**src/rtl/spi_cmd_ctrl.sv**
```systemverilog
// spi_cmd_ctrl: frame-based command decoder sitting behind an SPI slave.
// The first byte of a frame is a command (bit7 = read, low bits = start
// address). Write frames turn each following byte into a register write.
// Read frames return register contents on tx_data. Frames are delimited by
// the SSEL pin, which is synchronised here.
//
// Handshake: rx_rdy is a one-cycle qualifier for rx_data with no back-pressure.
// Each byte presented with rx_rdy is consumed in that cycle.
module spi_cmd_ctrl #(
  parameter int          ADDR_W    = 4,
  parameter logic [7:0]  SYNC_BYTE = 8'hA5
) (
  input  logic              clk,
  input  logic              rst,
  input  logic              ssel,
  input  logic [7:0]        rx_data,
  input  logic              rx_rdy,
  output logic [7:0]        tx_data,
  output logic              reg_we,
  output logic              reg_re,
  output logic [ADDR_W-1:0] reg_addr,
  output logic [7:0]        reg_wdata,
  input  logic [7:0]        reg_rdata,
  output logic              busy,
  output logic              cmd_err
);

  typedef enum logic [2:0] {IDLE, CMD, WRITE, READ, ERR} state_t;

  state_t              state_q, state_d;
  logic                ssel_m_q, ssel_s_q, ssel_p_q;
  logic [1:0]          vld_q, vld_d;
  logic                armed_q, armed_d;
  logic                busy_q, busy_d;
  logic [7:0]          tx_q, tx_d;
  logic                we_q, we_d;
  logic                re_q, re_d;
  logic [ADDR_W-1:0]   addr_q, addr_d;
  logic [7:0]          wdata_q, wdata_d;
  logic                err_q, err_d;
  logic                frame_start, frame_end, rsv_set;

  // Frames only start after SSEL has been seen high following reset.
  // vld_q marks when ssel_s_q holds a real pin sample rather than a reset value.
  always_comb begin
    vld_d       = {vld_q[0], 1'b1};
    armed_d     = armed_q | (vld_q[1] & ssel_s_q);
    busy_d      = armed_q & ~ssel_s_q;
    frame_start = armed_q & ssel_p_q & ~ssel_s_q;
    frame_end   = ~ssel_p_q & ssel_s_q;
    rsv_set     = ((rx_data[6:0] >> ADDR_W) != 7'd0);
  end

  // Command decode and register bus sequencing. Frame end overrides everything.
  always_comb begin
    state_d = state_q;
    tx_d    = tx_q;
    we_d    = 1'b0;
    re_d    = 1'b0;
    addr_d  = addr_q;
    wdata_d = wdata_q;
    err_d   = err_q;
    if (frame_end) begin
      state_d = IDLE;
    end else begin
      case (state_q)
        IDLE: begin
          if (frame_start) begin
            state_d = CMD;
            tx_d    = SYNC_BYTE;
            err_d   = 1'b0;
          end
        end
        CMD: begin
          if (rx_rdy) begin
            if (rsv_set) begin
              state_d = ERR;
              err_d   = 1'b1;
              tx_d    = 8'hFF;
            end else begin
              addr_d = rx_data[ADDR_W-1:0];
              if (rx_data[7]) begin
                state_d = READ;
                re_d    = 1'b1;
              end else begin
                state_d = WRITE;
              end
            end
          end
        end
        WRITE: begin
          // Address advances in the cycle after each write strobe.
          if (we_q) addr_d = addr_q + ADDR_W'(1);
          if (rx_rdy) begin
            we_d    = 1'b1;
            wdata_d = rx_data;
          end
        end
        READ: begin
          // Read data is captured while the strobe is high.
          if (re_q) tx_d = reg_rdata;
          if (rx_rdy) begin
            addr_d = addr_q + ADDR_W'(1);
            re_d   = 1'b1;
          end
        end
        ERR: begin
          tx_d = 8'hFF;
        end
        default: state_d = IDLE;
      endcase
    end
  end

  // All state, the SSEL synchroniser and the registered outputs.
  always_ff @(posedge clk or negedge rst) begin
    if (!rst) begin
      state_q  <= IDLE;
      ssel_m_q <= 1'b1;
      ssel_s_q <= 1'b1;
      ssel_p_q <= 1'b1;
      vld_q    <= 2'b00;
      armed_q  <= 1'b0;
      busy_q   <= 1'b0;
      tx_q     <= 8'h00;
      we_q     <= 1'b0;
      re_q     <= 1'b0;
      addr_q   <= '0;
      wdata_q  <= 8'h00;
      err_q    <= 1'b0;
    end else begin
      state_q  <= state_d;
      ssel_m_q <= ssel;
      ssel_s_q <= ssel_m_q;
      ssel_p_q <= ssel_s_q;
      vld_q    <= vld_d;
      armed_q  <= armed_d;
      busy_q   <= busy_d;
      tx_q     <= tx_d;
      we_q     <= we_d;
      re_q     <= re_d;
      addr_q   <= addr_d;
      wdata_q  <= wdata_d;
      err_q    <= err_d;
    end
  end

  assign tx_data   = tx_q;
  assign reg_we    = we_q;
  assign reg_re    = re_q;
  assign reg_addr  = addr_q;
  assign reg_wdata = wdata_q;
  assign busy      = busy_q;
  assign cmd_err   = err_q;

endmodule

```
**config.mk**
```make
export PLATFORM = sky130hd
export DESIGN_NAME = spi_cmd_ctrl
export DESIGN_NICKNAME = d
export VERILOG_FILES = /design/src/rtl/spi_cmd_ctrl.sv
export SDC_FILE = /design/constraint.sdc
export NUM_CORES = 1
export LEC_CHECK = 0
export CAP_MARGIN = 20
export CORE_MARGIN = 10
export CORE_UTILIZATION = 50
export CTS_CLUSTER_DIAMETER = 80
export DETAILED_ROUTE_END_ITERATION = 10
export PLACE_DENSITY = 0.84
export RECOVER_POWER = 25
export SLEW_MARGIN = 20
export SYNTH_ARGS = -nofsm -noshare
export SYNTH_HDL_FRONTEND = slang
export SYNTH_SLANG_ARGS = --single-unit
```
**constraint.sdc**
```tcl
create_clock -name clk -period 2.33 [get_ports clk]
set_input_delay 0.466 -clock clk [delete_from_list [all_inputs] [get_ports clk]]
set_output_delay 0.466 -clock clk [all_outputs]
set_load 0.02 [all_outputs]
```
==> impl_metrics.py <==
metrics = {
    "worst_setup_path": {
        "slowest_delay_ns": 0.65,
        "cp.arrival_ns": 1.43,
        "criticalPathCategory": "reg -> out",
        "r2r_start": "state_q[1]",
        "cp-end-kind": "output port",
        "path_delay_family": "buffers and inverters",
        "r2r-end": "reg_wdata[6]",
        "cp.depth": 1,
        "cp.required_ns": 1.86,
        "cp.buffers_inverters": 1,
        "cp_cell_sequence": "clkdlybuf4s50_1",
        "crit_path_start": "reg_addr[0]",
        "cp-endpoint": "reg_addr[0]",
        "cp-start-kind": "flip-flop",
        "cp_max_fo": 5,
        "r2r_slack_ns": 0.51,
        "reg2reg_depth": 4,
        "cpMaxStageDelayCell": "clkdlybuf4s50_1",
    },
    "power_and_ir_drop": {
        "combPwrFrac_pct": 46.3,
        "seqPwrFrac_pct": 39.8,
        "power_switching_share_pct": 39.2,
        "clock_power_share_pct": 13.9,
        "switchingPower_uw": 864,
        "power.ir.vdd_worst_v": 0.000574,
        "p_leak_nw": 0.903,
        "p_int_mw": 1.34,
        "cellPowerDensity_mw_per_mm2": 1100,
    },
    "sta": {
        "slew_headroom_pct": 47.7,
        "tightest_slew_ns": 0.784,
        "rsz0062_at_grt": "no",
        "fin_tns_setup_ns": 0,
        "skew_ns": 0.0119,
        "setup-violations-final": 0,
        "hold_viol_final": 0,
        "min_period_over_period_pct": 81.2,
        "hold_ws_ns": 0.361,
        "max_freq_ghz": 0.529,
        "setup_ws_ns": 0.439,
        "finalMaxSlewViolations": 0,
        "period_needed_ns": 1.89,
    },
    "finish": {
        "final_common_cell": "clkdlybuf4s50_1",
        "fillers": 201,
        "antenna_cells": 0,
        "final_util_pct": 70.9,
        "area_growth_pct": 33.1,
        "drive_above_1_share_pct": 15.3,
        "layout_common_cells": "clkdlybuf4s50_1, dfrtp_1, a21oi_1, inv_1, mux2i_1",
        "finish.net_count": 196,
        "multi_input_comb_area_sq_um": 598,
        "design_area_sq_mm": 0.00201,
        "regArea_sq_um": 830,
    },
    "yosys": {
        "syn_area_sq_mm": 0.00151,
        "ys_top_cells_by_area": "dfrtp_1, mux2i_1, dfstp_2",
        "syn-num-nets": 150,
        "avgSynthCellArea_sq_um": 11.7,
        "synth_top_area_share_pct": 49.8,
        "synth_cells": 129,
        "synth_cell_types": 38,
        "synth-warning-count": 0,
        "seq_area_frac_synth_pct": 55.1,
        "ys.flop_type": "dfrtp_1",
        "synth_largest_area_cell": "dfrtp_1",
        "synth-edff-count": 0,
        "synthArstFlopShare_pct": 100,
        "ys_seq_elements": 33,
    },
    "clock_tree": {
        "clkLatencyLatePin_ns": 0.33,
        "cts_inserted_buffers": 5,
        "htree_levels": 2,
        "cts_setup_buffers": 0,
        "path_clk_slew_ns": 0.10,
        "cts_buffer_depth": 2,
        "cts_tree": "done",
        "hold_buffers": 0,
        "cts_root_buf": "clkbuf_4",
        "numClockSinks": 33,
        "post_cts_resized": 0,
    },
    "hold_path": {
        "hold_class": "reg -> reg",
        "hold_start": "vld_q[0]",
    },
    "die": {
        "placementRows": 19,
        "die_w_um": 74.9,
        "io_pins": 44,
        "die_h_um": 74.9,
        "initial_core_util_pct": 53.3,
        "core_region_area_sq_mm": 0.00283,
        "die_area_sq_mm": 0.00561,
    },
    "drt": {
        "antenna_left": 0,
        "post_drt_wl_per_cell_um": 16.3,
        "dr.pass1.iters": 4,
        "route.vias.total": 1122,
        "drcViolationCount": 0,
        "drt-initial-drc-count": 49,
        "vias_per_cell": 5.42,
        "wl_mm": 3.37,
    },
    "global_routing": {
        "grt_pass1_wl_mm": 5.53,
        "grt-ovfl-total": 0,
        "grt_use_total_pct": 13.0,
        "grt_max_degree": 34,
        "grt_antenna_before_repair": 0,
        "grt_pass1_vias": 1158,
    },
    "place": {
        "numPortBuffers": 43,
        "hpwl_mm": 2.60,
        "gp_congestion": 0.839,
        "place_ws_ns": 0.230,
        "dpl_cell_area_sq_mm": 0.00195,
    },
    "job": {
        "cap_violations": 0,
    },
    "outcome": {
        "status": "finished, final reports clean",
    },
}
## through the flow
step	instances	power [mW]
3_5_place_dp	199	1.92
2_1_floorplan	129	1.51
4_1_cts	207	2.23
5_1_grt	207	2.37
3_3_place_gp	199	1.88
6_report	207	2.20
## power groups by stage
stage                     combinational (mW)  clock [mW]  sequential [mW]
final                                   1.02       0.307            0.878
after global routing                    1.11       0.352            0.906
after CTS                               1.04       0.310            0.877
after detailed placement                1.03           0            0.888
after global placement                 0.998           0            0.880
after floorplan                        0.524           0            0.984
## synthesized netlist by cell type, types with 2 or more instances
master and count:
a21o_1 2, a21oi_1 12, a31oi_1 4, buf_2 2, dfrtp_1 30, dfstp_2 3, inv_1 11, mux2_2 7
mux2i_1 10, nand2_1 6, nand3_1 3, nor2_1 4, nor2b_1 6, nor3_1 5
## worst min path at each step
stage	endpoint	slack, ns	depth (start not counted)
floorplan	armed_q	0.17	0
global placement	vld_q[1]	0.33	0
detailed placement	vld_q[1]	0.34	0
CTS	vld_q[1]	0.36	0
global route	vld_q[1]	0.37	0
finish	vld_q[1]	0.36	0
## layout make-up
type                    instances  area share, %
clock buffers                   5           1.87
clock inverters                 3          0.873
inverters                      11           2.06
multi-input cells              79           29.8
flip-flops and latches         33           41.4
well taps                      31           1.93
repair buffers                 45           22.1
## state kept, by name, indices dropped and copies added, names as in the netlist
signal / cells
vld_q: 2
busy: 1
reg_addr: 4
reg_wdata: 8
state_q: 3
ssel_s_q: 1
reg_we: 1
ssel_p_q: 1
reg_re: 1
ssel_m_q: 1
cmd_err: 1
armed_q: 1
tx_data: 8
## cells by family after synthesis
group | Yosys count | synth area share (%)
other cells | 1 | 0.249
flops | 33 | 55.1
simple gates | 33 | 13.9
fa+ha+maj | 1 | 0.830
compound gates | 26 | 12.1
mux | 18 | 12.6
buf+inv | 17 | 5.23
## layer usage
layer / track usage [%] / part of all wire (%) / vias to the layer above
li1: - / - / 539
met1: 15.1 / 41 / 544
met2: 21.4 / 51 / 32
met3: 4.60 / 6.3 / 7
met4: 5.04 / 1.5 / 0
met5: 0 / 0 / -
Note: power is estimated with default switching activity, not from simulation.
